--- config.mk ---
export PLATFORM = sky130hd
export DESIGN_NAME = clk_div_bank
export DESIGN_NICKNAME = d
export VERILOG_FILES = /design/src/rtl/clk_div_bank.sv
export SDC_FILE = /design/constraint.sdc
export NUM_CORES = 1
export LEC_CHECK = 0
export ABC_CLOCK_PERIOD_IN_PS = 5150
export BUFFER_PORTS_ARGS = -buffer_cell sky130_fd_sc_hd__buf_4
export CORE_AREA = 2 2 122 124
export DETAILED_ROUTE_END_ITERATION = 10
export DIE_AREA = 0 0 124 126
export GPL_ROUTABILITY_DRIVEN = 0
export PLACE_DENSITY_LB_ADDON = 0.3
export SYNTH_ARGS = -nofsm -noshare
export SYNTH_HDL_FRONTEND = slang
export SYNTH_SLANG_ARGS = --single-unit
--- constraint.sdc ---
create_clock -name clk_in -period 5.15 [get_ports clk_in]
set_input_delay 0.515 -clock clk_in [delete_from_list [all_inputs] [get_ports clk_in]]
set_output_delay 0.515 -clock clk_in [all_outputs]
set_load 0.005 [all_outputs]
--- src/rtl/clk_div_bank.sv ---
// Bank of independent programmable clock dividers on one source clock.
// Each channel emits a registered divided clock plus rise/fall strobes usable as clock enables.
module clk_div_bank #(
    parameter int unsigned NUM_CH  = 4,
    parameter int unsigned DIV_W   = 8,
    parameter int unsigned DIV_RST = 2
) (
    input  logic                    clk_in,
    input  logic                    reset_n,
    input  logic [NUM_CH-1:0]       ch_en,
    input  logic [NUM_CH*DIV_W-1:0] div_val,
    input  logic [NUM_CH-1:0]       div_load,
    input  logic                    sync_restart,
    output logic [NUM_CH-1:0]       clk_out,
    output logic [NUM_CH-1:0]       rise_stb,
    output logic [NUM_CH-1:0]       fall_stb,
    output logic [NUM_CH-1:0]       ch_active
);

    typedef enum logic [1:0] {IDLE, RUN, STOP} state_t;

    for (genvar i = 0; i < NUM_CH; i++) begin : g_ch
        state_t           state;
        logic [DIV_W-1:0] cnt, d, p;
        logic             p_vld, clk_q, rise_q, fall_q, act_q;
        logic [DIV_W-1:0] field, cap, eff_p, nxt_cnt, nxt_d;
        logic             eff_vld, wrap;
        logic [DIV_W:0]   nxt_h;

        // A same-cycle div_load counts as pending, so restart and wrap both see it.
        always_comb begin
            field   = div_val[i*DIV_W +: DIV_W];
            cap     = (field < DIV_W'(2)) ? DIV_W'(2) : field;
            eff_vld = div_load[i] | p_vld;
            eff_p   = div_load[i] ? cap : p;
            wrap    = (cnt == d - DIV_W'(1));
            nxt_cnt = wrap ? '0 : cnt + DIV_W'(1);
            nxt_d   = (wrap && eff_vld) ? eff_p : d;
            nxt_h   = ({1'b0, nxt_d} + (DIV_W+1)'(1)) >> 1;
        end

        always_ff @(posedge clk_in or negedge reset_n) begin
            if (!reset_n) begin
                state  <= IDLE;
                cnt    <= '0;
                d      <= DIV_W'(DIV_RST);
                p      <= '0;
                p_vld  <= 1'b0;
                clk_q  <= 1'b0;
                rise_q <= 1'b0;
                fall_q <= 1'b0;
                act_q  <= 1'b0;
            end else begin
                rise_q <= 1'b0;
                fall_q <= 1'b0;
                if (div_load[i]) begin
                    p     <= cap;
                    p_vld <= 1'b1;
                end
                case (state)
                    IDLE: begin
                        cnt   <= '0;
                        clk_q <= 1'b0;
                        if (eff_vld) begin
                            d     <= eff_p;
                            p_vld <= 1'b0;
                        end
                        if (ch_en[i]) begin
                            state  <= RUN;
                            clk_q  <= 1'b1;
                            rise_q <= 1'b1;
                            act_q  <= 1'b1;
                        end
                    end
                    default: begin
                        if (sync_restart) begin
                            cnt    <= '0;
                            clk_q  <= 1'b1;
                            rise_q <= 1'b1;
                            state  <= ch_en[i] ? RUN : STOP;
                            if (eff_vld) begin
                                d     <= eff_p;
                                p_vld <= 1'b0;
                            end
                        end else if (state == STOP && wrap && !ch_en[i]) begin
                            state <= IDLE;
                            cnt   <= '0;
                            clk_q <= 1'b0;
                            act_q <= 1'b0;
                            d     <= nxt_d;
                            if (eff_vld) p_vld <= 1'b0;
                        end else begin
                            cnt    <= nxt_cnt;
                            d      <= nxt_d;
                            clk_q  <= ({1'b0, nxt_cnt} < nxt_h);
                            rise_q <= (nxt_cnt == '0);
                            fall_q <= ({1'b0, nxt_cnt} == nxt_h);
                            state  <= ch_en[i] ? RUN : STOP;
                            if (wrap && eff_vld) p_vld <= 1'b0;
                        end
                    end
                endcase
            end
        end

        assign clk_out[i]   = clk_q;
        assign rise_stb[i]  = rise_q;
        assign fall_stb[i]  = fall_q;
        assign ch_active[i] = act_q;
    end

endmodule
; ---- Word-level counts from Yosys, hierarchy flattened
; Cells that the tools add are included.
[word_totals]
out_inout_bits = 16
reg_bits = 124
[op_classes]
n_lt_le_gt_ge = 8
n_reduce_logical = 32
bitwise_logic = 4
muxes = 140
eq_ne = 20
addsub = 12
[op_table]
columns = cell, n
row1 = $mux W8, 40
row2 = $mux W1, 80
row3 = $eq A8 B8 Y1, 8
row4 = $mux W2, 20
row5 = $add A8 B1 Y9 const B, 4
row6 = $add A8 B1 Y8 const B, 4
row7 = $logic_not A8 Y1, 4
row8 = $lt A8 B2 Y1 const B, 4
row9 = $lt A8 B8 Y1, 4
row10 = $sub A8 B1 Y8 const B, 4
row11 = $logic_and A1 B1 Y1, 12
row12 = $reduce_and A3 Y1, 4
row13 = $eq A2 B2 Y1 const B, 4
row14 = $logic_not A2 Y1, 4
row15 = $ne A2 B1 Y1 const B, 4
row16 = $ne A2 B2 Y1 const B, 4
row17 = $reduce_bool A2 Y1, 4
row18 = $logic_not A1 Y1, 4
row19 = $or A1 B1 Y1, 4

; ---- Depth between registers and ports, before layout
; Gate-level depths: netlist (run 1).
[depth]
depth_word = 9
depth_mapped = 22
mapped_depth_nobuf = 20

; ---- Least setup slack after synthesis (run 1)
; Ideal clock, no wire load.
[synth_timing]
path_type = reg2reg
startpoint = register g_ch[2].d[0]
endpoint = register g_ch[2].clk_q
synth_period_minus_slack_ps = 4518
path_buffers = 3
setup_ps = 87
t_required_ps = 5063
path_slack_ps = 632
path_stages_with_launch = 20
arrival_time_ps = 4431
path_cell_list = dfrtp_1 -> buf_6 -> or4_4 -> or4b_1 -> and3_1 -> o31ai_2 -> nand3_2 -> buf_2 -> mux2_1 -> ha_1 -> clkbuf_1 -> xor2_1 -> ha_1 -> nor2b_1 -> o21a_1 -> o21a_1 -> o211ai_1 -> a21oi_1 -> a211o_1 -> a22oi_1
[synth_between]
elab_chain_cells = 9
word_cells_on_any_way = 12
[synth_rtl]
columns = element, line
row1 = from (decl), 24  ; logic [DIV_W-1:0] cnt, d, p;
row2 = from (signal assigned), 46  ; d <= DIV_W'(DIV_RST);
row3 = from (signal assigned), 65  ; d <= eff_p;
row4 = from (signal assigned), 82  ; d <= eff_p;
row5 = $sub A8 B1 Y8, 36  ; wrap = (cnt == d - DIV_W'(1));
row6 = $eq A8 B8 Y1, 36
row7 = $logic_and A1 B1 Y1, 38  ; nxt_d = (wrap && eff_vld) ? eff_p : d;
row8 = $mux W8, 38
row9 = $add A8 B1 Y9, 39  ; nxt_h = ({1'b0, nxt_d} + (DIV_W+1)'(1)) >> 1;
row10 = $lt A8 B8 Y1, 95  ; clk_q <= ({1'b0, nxt_cnt} < nxt_h);
row11 = $mux W1 (*), 85  ; end else if (state == STOP && wrap && !ch_en[i]) begin
row12 = $mux W1 (*), 76  ; if (sync_restart) begin
row13 = $mux W1 (*), 60  ; case (state)
row14 = to (signal assigned), 95
row15 = to (decl), 25  ; logic p_vld, clk_q, rise_q, fall_q, act_q;
; Every way passes the cells marked *; elsewhere a longest branch is shown, timed or not.
; A chain may end at the register's enable or synchronous reset.

; ---- Final worst setup path (run 1)
[layout_timing]
startpoint = register g_ch[2].d[2]
endpoint = register g_ch[2].clk_q
; Same word-level chain as after synthesis.

==> out/qor.log, run 1 <==
[timing] Max Fclk 213 MHz
[status] status completed
[final_layout] area delta synth->final 10.8%
[hold_path] Hold Crit Class input port to async pin
[final_layout] share of final-layout standard cells stronger than drive strength 1 0.125
[timing] count of final hold-check violations 0
[floorplanning] row count 44
[detailed_routing] number of DRC markers after the initial detailed-route iteration 674
[critical_path] startpoint of the worst-slack reg-to-reg timing path g_ch[2].d[2]
[timing] slew at the pin closest to its max-slew limit 1120 ps
[placement] number of port buffers 58
[timing] period utilisation layout 0.913
[pwr] worst-case vdd ir drop 0.000286 V
[final_layout] Nets 1,078
[critical_path] stage delay of the slowest cell on the critical path 550 ps
[global_route] global route overflow 0
[floorplanning] count of boundary I/O pins 59
[timing] time the worst path needs with I/O delays and setup 4700 ps
[clock_tree] sinks on the clock net 124
[synthesis] synthesized area per cell 8.89 µm²
[clock_tree] CTS tree done
[detailed_routing] DRC violation count after routing 0
[timing] number of endpoints failing setup at the final stage 0
[detailed_routing] routed length per placed instance 16.6 µm
[critical_path] Setup crit start g_ch[2].d[2]
[timing] worst slew slack as a fraction of its limit 0.242
[synthesis] syn_nets 1,061
[global_route] maximum number of pins on one net before global-route repair 76
[global_route] first-pass GRT wire length 33.4 mm
[global_route] combined global-route utilization of all metal layers 0.267
[critical_path] master of the slowest instance on the critical path sky130_fd_sc_hd__or4_4
[placement] hpwl dp 14.0 mm
[critical_path] nature of the critical path startpoint flop
[synthesis] register bit count reported by yosys 124
[floorplanning] floorplan core area 14,300 µm²
[timing] RSZ-0062 raised after global routing false
[clock_tree] source-to-sink clock delay at the later pin of the worst-skew pair 430 ps
[final_layout] non-filler instance count after layout 1,188
[synthesis] gate count after technology mapping 974
[placement] Placed Instances 1,156
[timing] post-route clock skew 8.47 ps
[synthesis] most used flip-flop cell after synthesis sky130_fd_sc_hd__dfrtp_1
[pwr] power density over the cells 330 nW/µm²
[detailed_routing] post-DR vias/cell 6.02
[floorplanning] starting density of the core 0.605
[critical_path] Setup CP Type flop to flop
[synthesis] number of distinct standard cells referenced by the synthesized netlist 66
[synthesis] EDFF count, synth 0
[floorplanning] Die Area 15,600 µm²
[synthesis] largest cells by area after synthesis sky130_fd_sc_hd__dfrtp_1, sky130_fd_sc_hd__ha_1, sky130_fd_sc_hd__xor2_1
[critical_path] critical path capture point type flop
[clock_tree] number of H-tree levels 4
[floorplanning] Vert. Die Dim 126 µm
[clock_tree] clock-pin transition on the worst setup and hold timing paths 60 ps
[final_layout] post-route cell area 9590 µm²
[critical_path] critical-path maximum fanout 14
[clock_tree] post-cts sizing count 0
[clock_tree] clock buffers created by TritonCTS 17
[detailed_routing] first-pass iteration count of the detailed router 6
[final_layout] Antenna diodes 0
[critical_path] Data arrival, critical path 5040 ps
[pwr] static leakage 4.37 nW
[floorplanning] Die X-Extent 124 µm
[clock_tree] maximum count of clock buffers along a single path 2
[synthesis] Async S/R FF share, synth 1.00
[detailed_routing] aggregate routed wire length 19.7 mm
[detailed_routing] vias after detailed routing 7,154
[clock_tree] root cell of the clock tree sky130_fd_sc_hd__clkbuf_16
[placement] placed standard-cell area 9050 µm²
[timing] final number of max-transition violations 0
[synthesis] share of the yosys chip area belonging to registers 0.359
[global_route] number of antenna violations at the first check in global routing 0
[timing] setup total negative slack 0 ps
[critical_path] critical path data required time 5490 ps
[detailed_routing] post-route antenna net violation count 0
[synthesis] count of synthesis-stage warnings from yosys 0
[clock_tree] post-CTS setup buffer count 0
[synthesis] share of the synthesized area in the top cell type 0.347
[global_route] via count of the first global-routing pass 6,811
[job] count of max-cap constraint violations 0
[clock_tree] CTS hold repair buffers 0
[synthesis] post-synthesis cell type with the largest combined area sky130_fd_sc_hd__dfrtp_1
[critical_path] cell-by-cell listing of the critical path or4_4, or4b_1, and3_1, o31ai_2, nand3_2, mux2_1, ha_1, xor2_1, ha_1, nor2b_1, o21a_1, o21a_1, o211ai_1, a21oi_1, a211o_1, a22oi_1
[synthesis] area of the mapped netlist 8660 µm²
metrics by stage:
stage / power (mW) / hold WS (ps) / worst slack (ps) / util
3_3_place_gp: 2.04 / 467 / 594 / 0.632
5_1_grt: 3.34 / 225 / 67.1 / 0.670
3_5_place_dp: 2.06 / 472 / 498 / 0.632
4_1_cts: 3.17 / 226 / 461 / 0.670
2_1_floorplan: 1.85 / 219 / 632 / -
6_report: 3.16 / 222 / 447 / 0.670
kinds of logic after synthesis:
group                    synth area share
AND/OR/NAND/NOR                     0.209
flip-flops                          0.359
multiplexers                       0.0637
XOR/XNOR                            0.102
adder cells (fa/ha/maj)            0.0659
AO/OA/AOI/OAI                       0.141
buffers and inverters              0.0587
sequential cells by signal, summed over array words and instances, names as in the netlist:
name         flops
g_ch.cnt        32
g_ch.d          32
g_ch.p          32
g_ch.state       8
g_ch.act_q       4
g_ch.clk_q       4
g_ch.fall_q      4
g_ch.p_vld       4
g_ch.rise_q      4
cell usage after synthesis, types with 15 or more instances:
| cell | count |
|---|---|
| sky130_fd_sc_hd__dfrtp_1 | 120 |
| sky130_fd_sc_hd__nor2_1 | 91 |
| sky130_fd_sc_hd__nand3_1 | 64 |
| sky130_fd_sc_hd__nand2_1 | 55 |
| sky130_fd_sc_hd__xor2_1 | 55 |
| sky130_fd_sc_hd__clkbuf_1 | 46 |
| sky130_fd_sc_hd__xnor2_1 | 46 |
| sky130_fd_sc_hd__ha_1 | 44 |
| sky130_fd_sc_hd__inv_1 | 40 |
| sky130_fd_sc_hd__a21oi_1 | 38 |
| sky130_fd_sc_hd__nor3_1 | 25 |
| sky130_fd_sc_hd__o21ai_1 | 23 |
| sky130_fd_sc_hd__and3_1 | 21 |
| sky130_fd_sc_hd__mux2_1 | 21 |
| sky130_fd_sc_hd__nor2b_1 | 20 |
| sky130_fd_sc_hd__mux2i_1 | 18 |
| sky130_fd_sc_hd__nand4_1 | 17 |
| sky130_fd_sc_hd__a31oi_1 | 16 |
| sky130_fd_sc_hd__buf_4 | 16 |
| sky130_fd_sc_hd__o22ai_1 | 15 |
power breakdown:
part	switching [mW]	leakage, nW	internal [mW]
Combinational	0.445	2.57	0.393
Sequential	0.152	1.52	1.07
Clock	0.479	0.270	0.621
Total	1.08	4.37	2.09
final cells by class:
cell class	instances	area [µm²]
well taps	184	230
repair buffers	69	518
inverters	41	154
clock inverters	15	118
flip-flops and latches	124	3110
multi-input cells	738	5040
fillers	1187	4720
clock buffers	17	425
cell usage in the layout, fill, tap and decap left out, types with 12 or more instances in the layout:
cell type and n:
sky130_fd_sc_hd__mux2_2 12, sky130_fd_sc_hd__clkbuf_16 17, sky130_fd_sc_hd__dfrtp_1 120, sky130_fd_sc_hd__mux2i_1 18, sky130_fd_sc_hd__nor2_1 91, sky130_fd_sc_hd__xor2_1 55, sky130_fd_sc_hd__inv_1 40, sky130_fd_sc_hd__nor3_1 25
sky130_fd_sc_hd__nand4_1 17, sky130_fd_sc_hd__mux2_1 21, sky130_fd_sc_hd__buf_4 69, sky130_fd_sc_hd__o21ai_0 14, sky130_fd_sc_hd__nor2b_1 20, sky130_fd_sc_hd__a211o_1 14, sky130_fd_sc_hd__nand3_1 64, sky130_fd_sc_hd__a21oi_1 38
sky130_fd_sc_hd__o22ai_1 15, sky130_fd_sc_hd__o21ai_1 23, sky130_fd_sc_hd__nand2_1 55, sky130_fd_sc_hd__and3_1 21, sky130_fd_sc_hd__xnor2_1 46, sky130_fd_sc_hd__a31oi_1 16, sky130_fd_sc_hd__ha_1 44
critical path: cells and delay by family (launching register included):
kind / cells / cell delay [ps]
flip-flops: 1 / 510
adder cells (fa/ha/maj): 2 / 600
multiplexers: 1 / 400
AND/OR/NAND/NOR: 5 / 1700
AO/OA/AOI/OAI: 7 / 1220
XOR/XNOR: 1 / 190
metal layers:
metal | wire length [µm] | share of wire | track usage
met1 | 9300 | 0.47 | 0.386
met2 | 9070 | 0.46 | 0.407
met3 | 1030 | 0.052 | 0.0462
met4 | 301 | 0.015 | 0.0899
met5 | 0 | 0 | 0
worst paths after layout:
kind                               endpoint  slack [ps]  depth (start not counted)
min in group clk_in        g_ch[3].state[0]         230                          1
max reg2reg                   g_ch[2].clk_q         450                         16
max                           g_ch[2].clk_q         450                         16
max in group asynchronous    g_ch[3].cnt[6]        3690                          2
min reg2reg                    g_ch[1].d[3]         490                          1
min                            g_ch[2].p[2]         220                          1
Note: power is estimated with default switching activity, not from simulation.
==> run 2, diff against run 1 <==
--- a/config.mk
+++ b/config.mk
@@ -12,6 +12,7 @@
 export DIE_AREA = 0 0 124 126
 export GPL_ROUTABILITY_DRIVEN = 0
 export PLACE_DENSITY_LB_ADDON = 0.3
+export RECOVER_POWER = 100
 export SYNTH_ARGS = -nofsm -noshare
 export SYNTH_HDL_FRONTEND = slang
 export SYNTH_SLANG_ARGS = --single-unit
==> out/qor.log, run 2 (synthesis gave the netlist of run 1 again) <==
[status] status complete, but fails checks
[status] violated checks max-capacitance violations, max-slew violations
[clock_tree] post-cts sizing count 0 [unchanged]
[clock_tree] maximum count of clock buffers along a single path 2 [unchanged]
[critical_path] end point of the critical path g_ch[2].clk_q
[detailed_routing] post-route antenna net violation count 0 [unchanged]
[global_route] via count of the first global-routing pass 6,811 [unchanged]
[floorplanning] count of boundary I/O pins 59 [unchanged]
[clock_tree] number of H-tree levels 4 [unchanged]
[hold_path] Hold Crit Class input port to flop
[pwr] total power 3.15 mW [-0.43%]
[timing] smallest hold slack 282 ps [+59.8 ps]
[global_route] routing usage on met3 0.0462 [unchanged]
[global_route] fraction of met2 tracks used by global routing 0.407 [unchanged]
[clock_tree] post-CTS setup buffer count 0 [unchanged]
[critical_path] r2r endpoint g_ch[2].clk_q
[final_layout] share of final-layout standard cells stronger than drive strength 1 0.103 [-0.0229]
[clock_tree] root cell of the clock tree sky130_fd_sc_hd__clkbuf_16
[critical_path] cell-by-cell listing of the critical path or4_4, or4b_1, and3_1, o31ai_2, nand3_2, mux2_1, ha_1, xor2_1, ha_1, nor2b_1, o21a_1, o21a_1, o211ai_1, a21oi_1, a211o_1, a22oi_1
[final_layout] post-route cell area 9550 µm² [-0.50%]
[global_route] maximum number of pins on one net before global-route repair 76 [unchanged]
[floorplanning] Vert. Die Dim 126 µm [unchanged]
[clock_tree] clock-pin transition on the worst setup and hold timing paths 60 ps [about the same]
[pwr] total internal power 2.08 mW [-0.43%]
[critical_path] critical path capture point type flop
[timing] Max Fclk 212 MHz [about the same]
[final_layout] Nets 1,078 [unchanged]
[placement] hpwl dp 14.0 mm [unchanged]
[floorplanning] starting density of the core 0.605 [unchanged]
[critical_path] nature of the critical path startpoint flop
[detailed_routing] number of DRC markers after the initial detailed-route iteration 661 [-1.9%]
[timing] setup total negative slack 0 ps [unchanged]
[critical_path] Worst path depth 16 [unchanged]
[timing] number of endpoints failing setup at the final stage 0 [unchanged]
[final_layout] most frequent cells in the layout sky130_fd_sc_hd__dfrtp_1, sky130_fd_sc_hd__nor2_1, sky130_fd_sc_hd__nand3_1
[placement] Placed Instances 1,156 [unchanged]
[critical_path] critical-path maximum fanout 14 [unchanged]
[critical_path] Setup crit start g_ch[2].d[2]
[timing] RSZ-0062 raised after global routing false
[timing] count of final hold-check violations 0 [unchanged]
[critical_path] cells on worst reg2reg path 16 [unchanged]
[critical_path] startpoint of the worst-slack reg-to-reg timing path g_ch[2].d[2]
[timing] worst slew slack as a fraction of its limit -1.69 [-1.93]
[placement] number of port buffers 58 [unchanged]
[timing] post-route clock skew 9.61 ps [+1.14 ps]
[clock_tree] CTS hold repair buffers 0 [unchanged]
[floorplanning] Die Area 15,600 µm² [unchanged]
[timing] final number of max-transition violations 76 [+76]
[floorplanning] floorplan core area 14,300 µm² [unchanged]
[placement] placed standard-cell area 9050 µm² [unchanged]
[global_route] number of antenna violations at the first check in global routing 0 [unchanged]
[pwr] power density over the cells 330 nW/µm² [about the same]
[detailed_routing] first-pass iteration count of the detailed router 5 [-1]
[detailed_routing] aggregate routed wire length 19.7 mm [+0.17%]
[global_route] global-route met1 utilization 0.386 [unchanged]
[timing] PnR worst setup slack 444 ps [-2.73 ps]
[pwr] net switching power figure 1.07 mW [-0.41%]
[final_layout] Antenna diodes 0 [unchanged]
[pwr] sequential power share 0.389 [about the same]
[clock_tree] clock buffers created by TritonCTS 17 [unchanged]
[critical_path] Setup CP Type flop to flop
[global_route] first-pass GRT wire length 33.4 mm [unchanged]
[clock_tree] sinks on the clock net 124 [unchanged]
[clock_tree] CTS tree done
[detailed_routing] post-DR vias/cell 6.02 [about the same]
[pwr] switching power share of the total 0.340 [about the same]
[clock_tree] source-to-sink clock delay at the later pin of the worst-skew pair 430 ps [about the same]
[final_layout] Final Util 0.667 [-0.00332]
[detailed_routing] routed length per placed instance 16.6 µm [+0.17%]
[critical_path] stage delay of the slowest cell on the critical path 550 ps [about the same]
[pwr] static leakage 4.31 nW [-1.2%]
[pwr] share of total power in combinational logic 0.263 [-0.002]
[floorplanning] Die X-Extent 124 µm [unchanged]
[final_layout] area delta synth->final 10.3%
[timing] time the worst path needs with I/O delays and setup 4710 ps [+2.73 ps]
[final_layout] non-filler instance count after layout 1,188 [unchanged]
[job] count of max-cap constraint violations 1 [+1]
[critical_path] critical path data required time 5490 ps [about the same]
[detailed_routing] vias after detailed routing 7,153 [-0.014%]
[final_layout] leading registers by flop count g_ch.cnt (32), g_ch.d (32), g_ch.p (32)
[floorplanning] row count 44 [unchanged]
[critical_path] master of the slowest instance on the critical path sky130_fd_sc_hd__or4_4
[pwr] worst-case vdd ir drop 0.000284 V [-0.58%]
[detailed_routing] DRC violation count after routing 0 [unchanged]
[final_layout] most common cell after layout, fill and taps aside sky130_fd_sc_hd__dfrtp_1
[global_route] combined global-route utilization of all metal layers 0.267 [unchanged]
[timing] slew at the pin closest to its max-slew limit 4030 ps [+2910 ps]
[global_route] global route overflow 0 [unchanged]
[critical_path] Register-to-Register Setup Slack 440 ps [about the same]
[pwr] Clock power frac 0.348 [about the same]
[critical_path] Data arrival, critical path 5040 ps [about the same]
[timing] period utilisation layout 0.914 [about the same]
[critical_path] Largest delay share family, worst path simple AND/OR/NAND/NOR gates
[global_route] busiest layer in global routing met2
[critical_path] buffers and inverters on the worst path 0 [unchanged]
[placement] Place WS 498 ps [unchanged]
run 2: cell type report:
| type | instances | area [µm²] |
|---|---|---|
| multi-input combinational | 738 | 5040 |
| clock buffer | 17 | 425 |
| tap | 184 | 230 |
| timing repair buffer | 69 | 470 |
| fill | 1195 | 4770 |
| inverter | 41 | 154 |
| sequential | 124 | 3110 |
| clock inverter | 15 | 118 |
run 2: power by group through the flow:
stage	clock [mW]	combinational, mW	sequential, mW
floorplan	0	0.705	1.14
global placement	0	0.806	1.23
detailed placement	0	0.822	1.24
CTS	1.11	0.835	1.22
global route	1.16	0.932	1.24
finish	1.10	0.829	1.23
run 2: worst min path at each step:
stage | start | end | cells after the start
floorplan | reset_n | g_ch[0].act_q | 0
CTS | ch_en[3] | g_ch[3].state[0] | 1
global placement | g_ch[1].p[3] | g_ch[1].d[3] | 1
global route | ch_en[3] | g_ch[3].state[0] | 1
detailed placement | g_ch[1].p[3] | g_ch[1].d[3] | 1
finish | ch_en[3] | g_ch[3].state[0] | 1
run 2: routing by layer:
| layer | vias up | wire length, µm |
|---|---|---|
| met4 | 0 | 344 |
| li1 | 3503 | - |
| met5 | - | 0 |
| met3 | 37 | 835 |
| met2 | 185 | 9110 |
| met1 | 3428 | 9460 |
==> run 3, diff against run 2 <==
--- a/config.mk
+++ b/config.mk
@@ -7,9 +7,9 @@
 export LEC_CHECK = 0
 export ABC_CLOCK_PERIOD_IN_PS = 5150
 export BUFFER_PORTS_ARGS = -buffer_cell sky130_fd_sc_hd__buf_4
-export CORE_AREA = 2 2 122 124
+export CORE_AREA = 2 2 135 137
 export DETAILED_ROUTE_END_ITERATION = 10
-export DIE_AREA = 0 0 124 126
+export DIE_AREA = 0 0 137 139
 export GPL_ROUTABILITY_DRIVEN = 0
 export PLACE_DENSITY_LB_ADDON = 0.3
 export RECOVER_POWER = 100
==> out/qor.log, run 3 (synthesis gave the netlist of run 1 again) <==
[timing] smallest hold slack 258 ps [-24.3 ps]
[final_layout] share of final-layout standard cells stronger than drive strength 1 0.102 [-0.000996]
[floorplanning] starting density of the core 0.490 [-0.115]
[pwr] net switching power figure 1.03 mW [-4.0%]
[floorplanning] count of boundary I/O pins 59 [unchanged]
[global_route] via count of the first global-routing pass 6,760 [-0.75%]
[critical_path] cell-by-cell listing of the critical path or4_1, or4b_1, and3_1, o31ai_2, nand3_2, mux2_1, ha_1, xor2_1, ha_1, nor2b_1, o21a_1, o21a_1, o211ai_1, a21oi_1, a211o_1, a22oi_1
[pwr] worst-case vdd ir drop 0.000248 V [-13%]
[pwr] switching power share of the total 0.308 [-0.0319]
[timing] number of endpoints failing setup at the final stage 0 [unchanged]
[timing] period utilisation layout 0.917 [+0.00308]
[clock_tree] post-cts sizing count 0 [unchanged]
[floorplanning] Die X-Extent 137 µm [+10%]
[final_layout] post-route cell area 9710 µm² [+1.7%]
[final_layout] # fillers 1,605 [+34%]
[final_layout] area delta synth->final 12.1%
[detailed_routing] number of DRC markers after the initial detailed-route iteration 530 [-20%]
[clock_tree] CTS hold repair buffers 0 [unchanged]
[clock_tree] maximum count of clock buffers along a single path 2 [unchanged]
[clock_tree] clock-pin transition on the worst setup and hold timing paths 60 ps [about the same]
[critical_path] Setup CP Type flop to flop
[detailed_routing] first-pass iteration count of the detailed router 5 [unchanged]
[floorplanning] Die Area 19,000 µm² [+22%]
[final_layout] Seq. cell area 3110 µm² [unchanged]
[pwr] share of total power in combinational logic 0.245 [-0.018]
[pwr] Clock power frac 0.388 [+0.040]
[final_layout] Nets 1,078 [unchanged]
[critical_path] critical path capture point type flop
[global_route] first-pass GRT wire length 33.8 mm [+1.3%]
[timing] PnR worst setup slack 428 ps [-15.8 ps]
[global_route] maximum number of pins on one net before global-route repair 67 [-12%]
[final_layout] most common cell after layout, fill and taps aside sky130_fd_sc_hd__dfrtp_1
[clock_tree] clock buffers created by TritonCTS 17 [unchanged]
[timing] Max Fclk 212 MHz [-0.34%]
[final_layout] leading registers by flop count g_ch.cnt (32), g_ch.d (32), g_ch.p (32)
[critical_path] Data arrival, critical path 5050 ps [about the same]
[pwr] power density over the cells 344 nW/µm² [+4.2%]
[detailed_routing] post-DR vias/cell 5.71 [-5.1%]
[timing] count of final hold-check violations 0 [unchanged]
[critical_path] critical path data required time 5480 ps [about the same]
[clock_tree] CTS tree done
[final_layout] Antenna diodes 0 [unchanged]
[critical_path] master of the slowest instance on the critical path sky130_fd_sc_hd__or4_1
[final_layout] Multi-input gate area 5040 µm² [about the same]
[status] status complete, but fails checks
[global_route] global route overflow 0 [unchanged]
[pwr] static leakage 4.36 nW [+1.1%]
[placement] placed standard-cell area 9110 µm² [+0.62%]
[clock_tree] source-to-sink clock delay at the later pin of the worst-skew pair 430 ps [about the same]
[pwr] sequential power share 0.368 [-0.021]
[hold_path] Hold Crit Class input port to flop
[critical_path] startpoint of the worst-slack reg-to-reg timing path g_ch[2].d[0]
[hold_path] hold depth 1 [unchanged]
[detailed_routing] vias after detailed routing 7,044 [-1.5%]
[final_layout] most frequent cells in the layout sky130_fd_sc_hd__dfrtp_1, sky130_fd_sc_hd__nor2_1, sky130_fd_sc_hd__nand3_1
[critical_path] critical-path maximum fanout 14 [unchanged]
[clock_tree] post-CTS setup buffer count 0 [unchanged]
[detailed_routing] routed length per placed instance 16.1 µm [-3.0%]
[timing] time the worst path needs with I/O delays and setup 4720 ps [+15.8 ps]
[timing] worst slew slack as a fraction of its limit -1.51 [+0.178]
[floorplanning] floorplan core area 17,700 µm² [+23%]
[placement] number of port buffers 58 [unchanged]
[detailed_routing] aggregate routed wire length 19.9 mm [+0.72%]
[detailed_routing] DRC violation count after routing 0 [unchanged]
[global_route] combined global-route utilization of all metal layers 0.221 [-0.0462]
[hold_path] hold wc startpoint ch_en[3]
[placement] hpwl dp 14.6 mm [+4.1%]
[floorplanning] Vert. Die Dim 139 µm [+10%]
[critical_path] Largest delay share family, worst path simple AND/OR/NAND/NOR gates
[pwr] total internal power 2.31 mW [+11%]
[clock_tree] sinks on the clock net 124 [unchanged]
[status] violated checks max-capacitance violations, max-slew violations
[critical_path] nature of the critical path startpoint flop
[detailed_routing] post-route antenna net violation count 0 [unchanged]
[clock_tree] root cell of the clock tree sky130_fd_sc_hd__clkbuf_16
[critical_path] Register-to-Register Setup Slack 430 ps [-20 ps]
[timing] setup total negative slack 0 ps [unchanged]
[critical_path] stage delay of the slowest cell on the critical path 600 ps [+50 ps]
[timing] post-route clock skew 9.17 ps [-0.442 ps]
[critical_path] buffers and inverters on the worst path 0 [unchanged]
[critical_path] cells on worst reg2reg path 16 [unchanged]
[timing] RSZ-0062 raised after global routing false
[job] count of max-cap constraint violations 1 [unchanged]
[clock_tree] number of H-tree levels 4 [unchanged]
[critical_path] r2r endpoint g_ch[2].clk_q
[floorplanning] row count 49 [+11%]
[timing] final number of max-transition violations 67 [-12%]
[pwr] total power 3.34 mW [+6.0%]
[placement] Place WS 498 ps [-0.00100 ps]
[timing] slew at the pin closest to its max-slew limit 3760 ps [-267 ps]
[global_route] number of antenna violations at the first check in global routing 0 [unchanged]
[hold_path] Hold Path Sink g_ch[3].state[0]
==> run 3: worst max-delay path by stage <==
stage                    end  cells past startpoint  slack (ps)          from
2_1_floorplan  g_ch[2].clk_q                     19         630  g_ch[2].d[0]
3_3_place_gp   g_ch[2].clk_q                     16         570  g_ch[2].d[2]
3_5_place_dp   g_ch[2].clk_q                     16         500  g_ch[2].d[2]
4_1_cts        g_ch[2].clk_q                     16         470  g_ch[2].d[2]
5_1_grt        g_ch[3].clk_q                     17         140  g_ch[3].d[3]
6_report       g_ch[2].clk_q                     16         430  g_ch[2].d[0]
==> run 3: per-layer routing <==
layer / up-vias / global-route usage / share of wire
met5: - / 0 / 0
li1: 3494 / - / -
met2: 180 / 0.342 / 0.46
met3: 21 / 0.0413 / 0.041
met1: 3349 / 0.316 / 0.49
met4: 0 / 0.0608 / 0.013
==> run 3: power by group through the flow <==
stage / Sequential, mW / Combinational, mW / Clock, mW
after floorplan: 1.14 / 0.705 / 0
after global placement: 1.24 / 0.809 / 0
after detailed placement: 1.24 / 0.819 / 0
after CTS: 1.23 / 0.830 / 1.32
after global routing: 1.25 / 0.933 / 1.37
final: 1.23 / 0.816 / 1.29
==> run 3: stage by stage <==
| step | utilization | cells |
|---|---|---|
| floorplan | - | 974 |
| global placement | 0.516 | 1201 |
| detailed placement | 0.516 | 1201 |
| CTS | 0.553 | 1233 |
| global route | 0.550 | 1233 |
| finish | 0.550 | 1233 |
==> run 3: cell type report <==
| class | count | area share |
|---|---|---|
| flip-flops and latches | 124 | 0.320 |
| inverters | 41 | 0.0159 |
| clock inverters | 8 | 0.0133 |
| well taps | 229 | 0.0295 |
| clock buffers | 24 | 0.0538 |
| multi-input cells | 738 | 0.519 |
| repair buffers | 69 | 0.0483 |
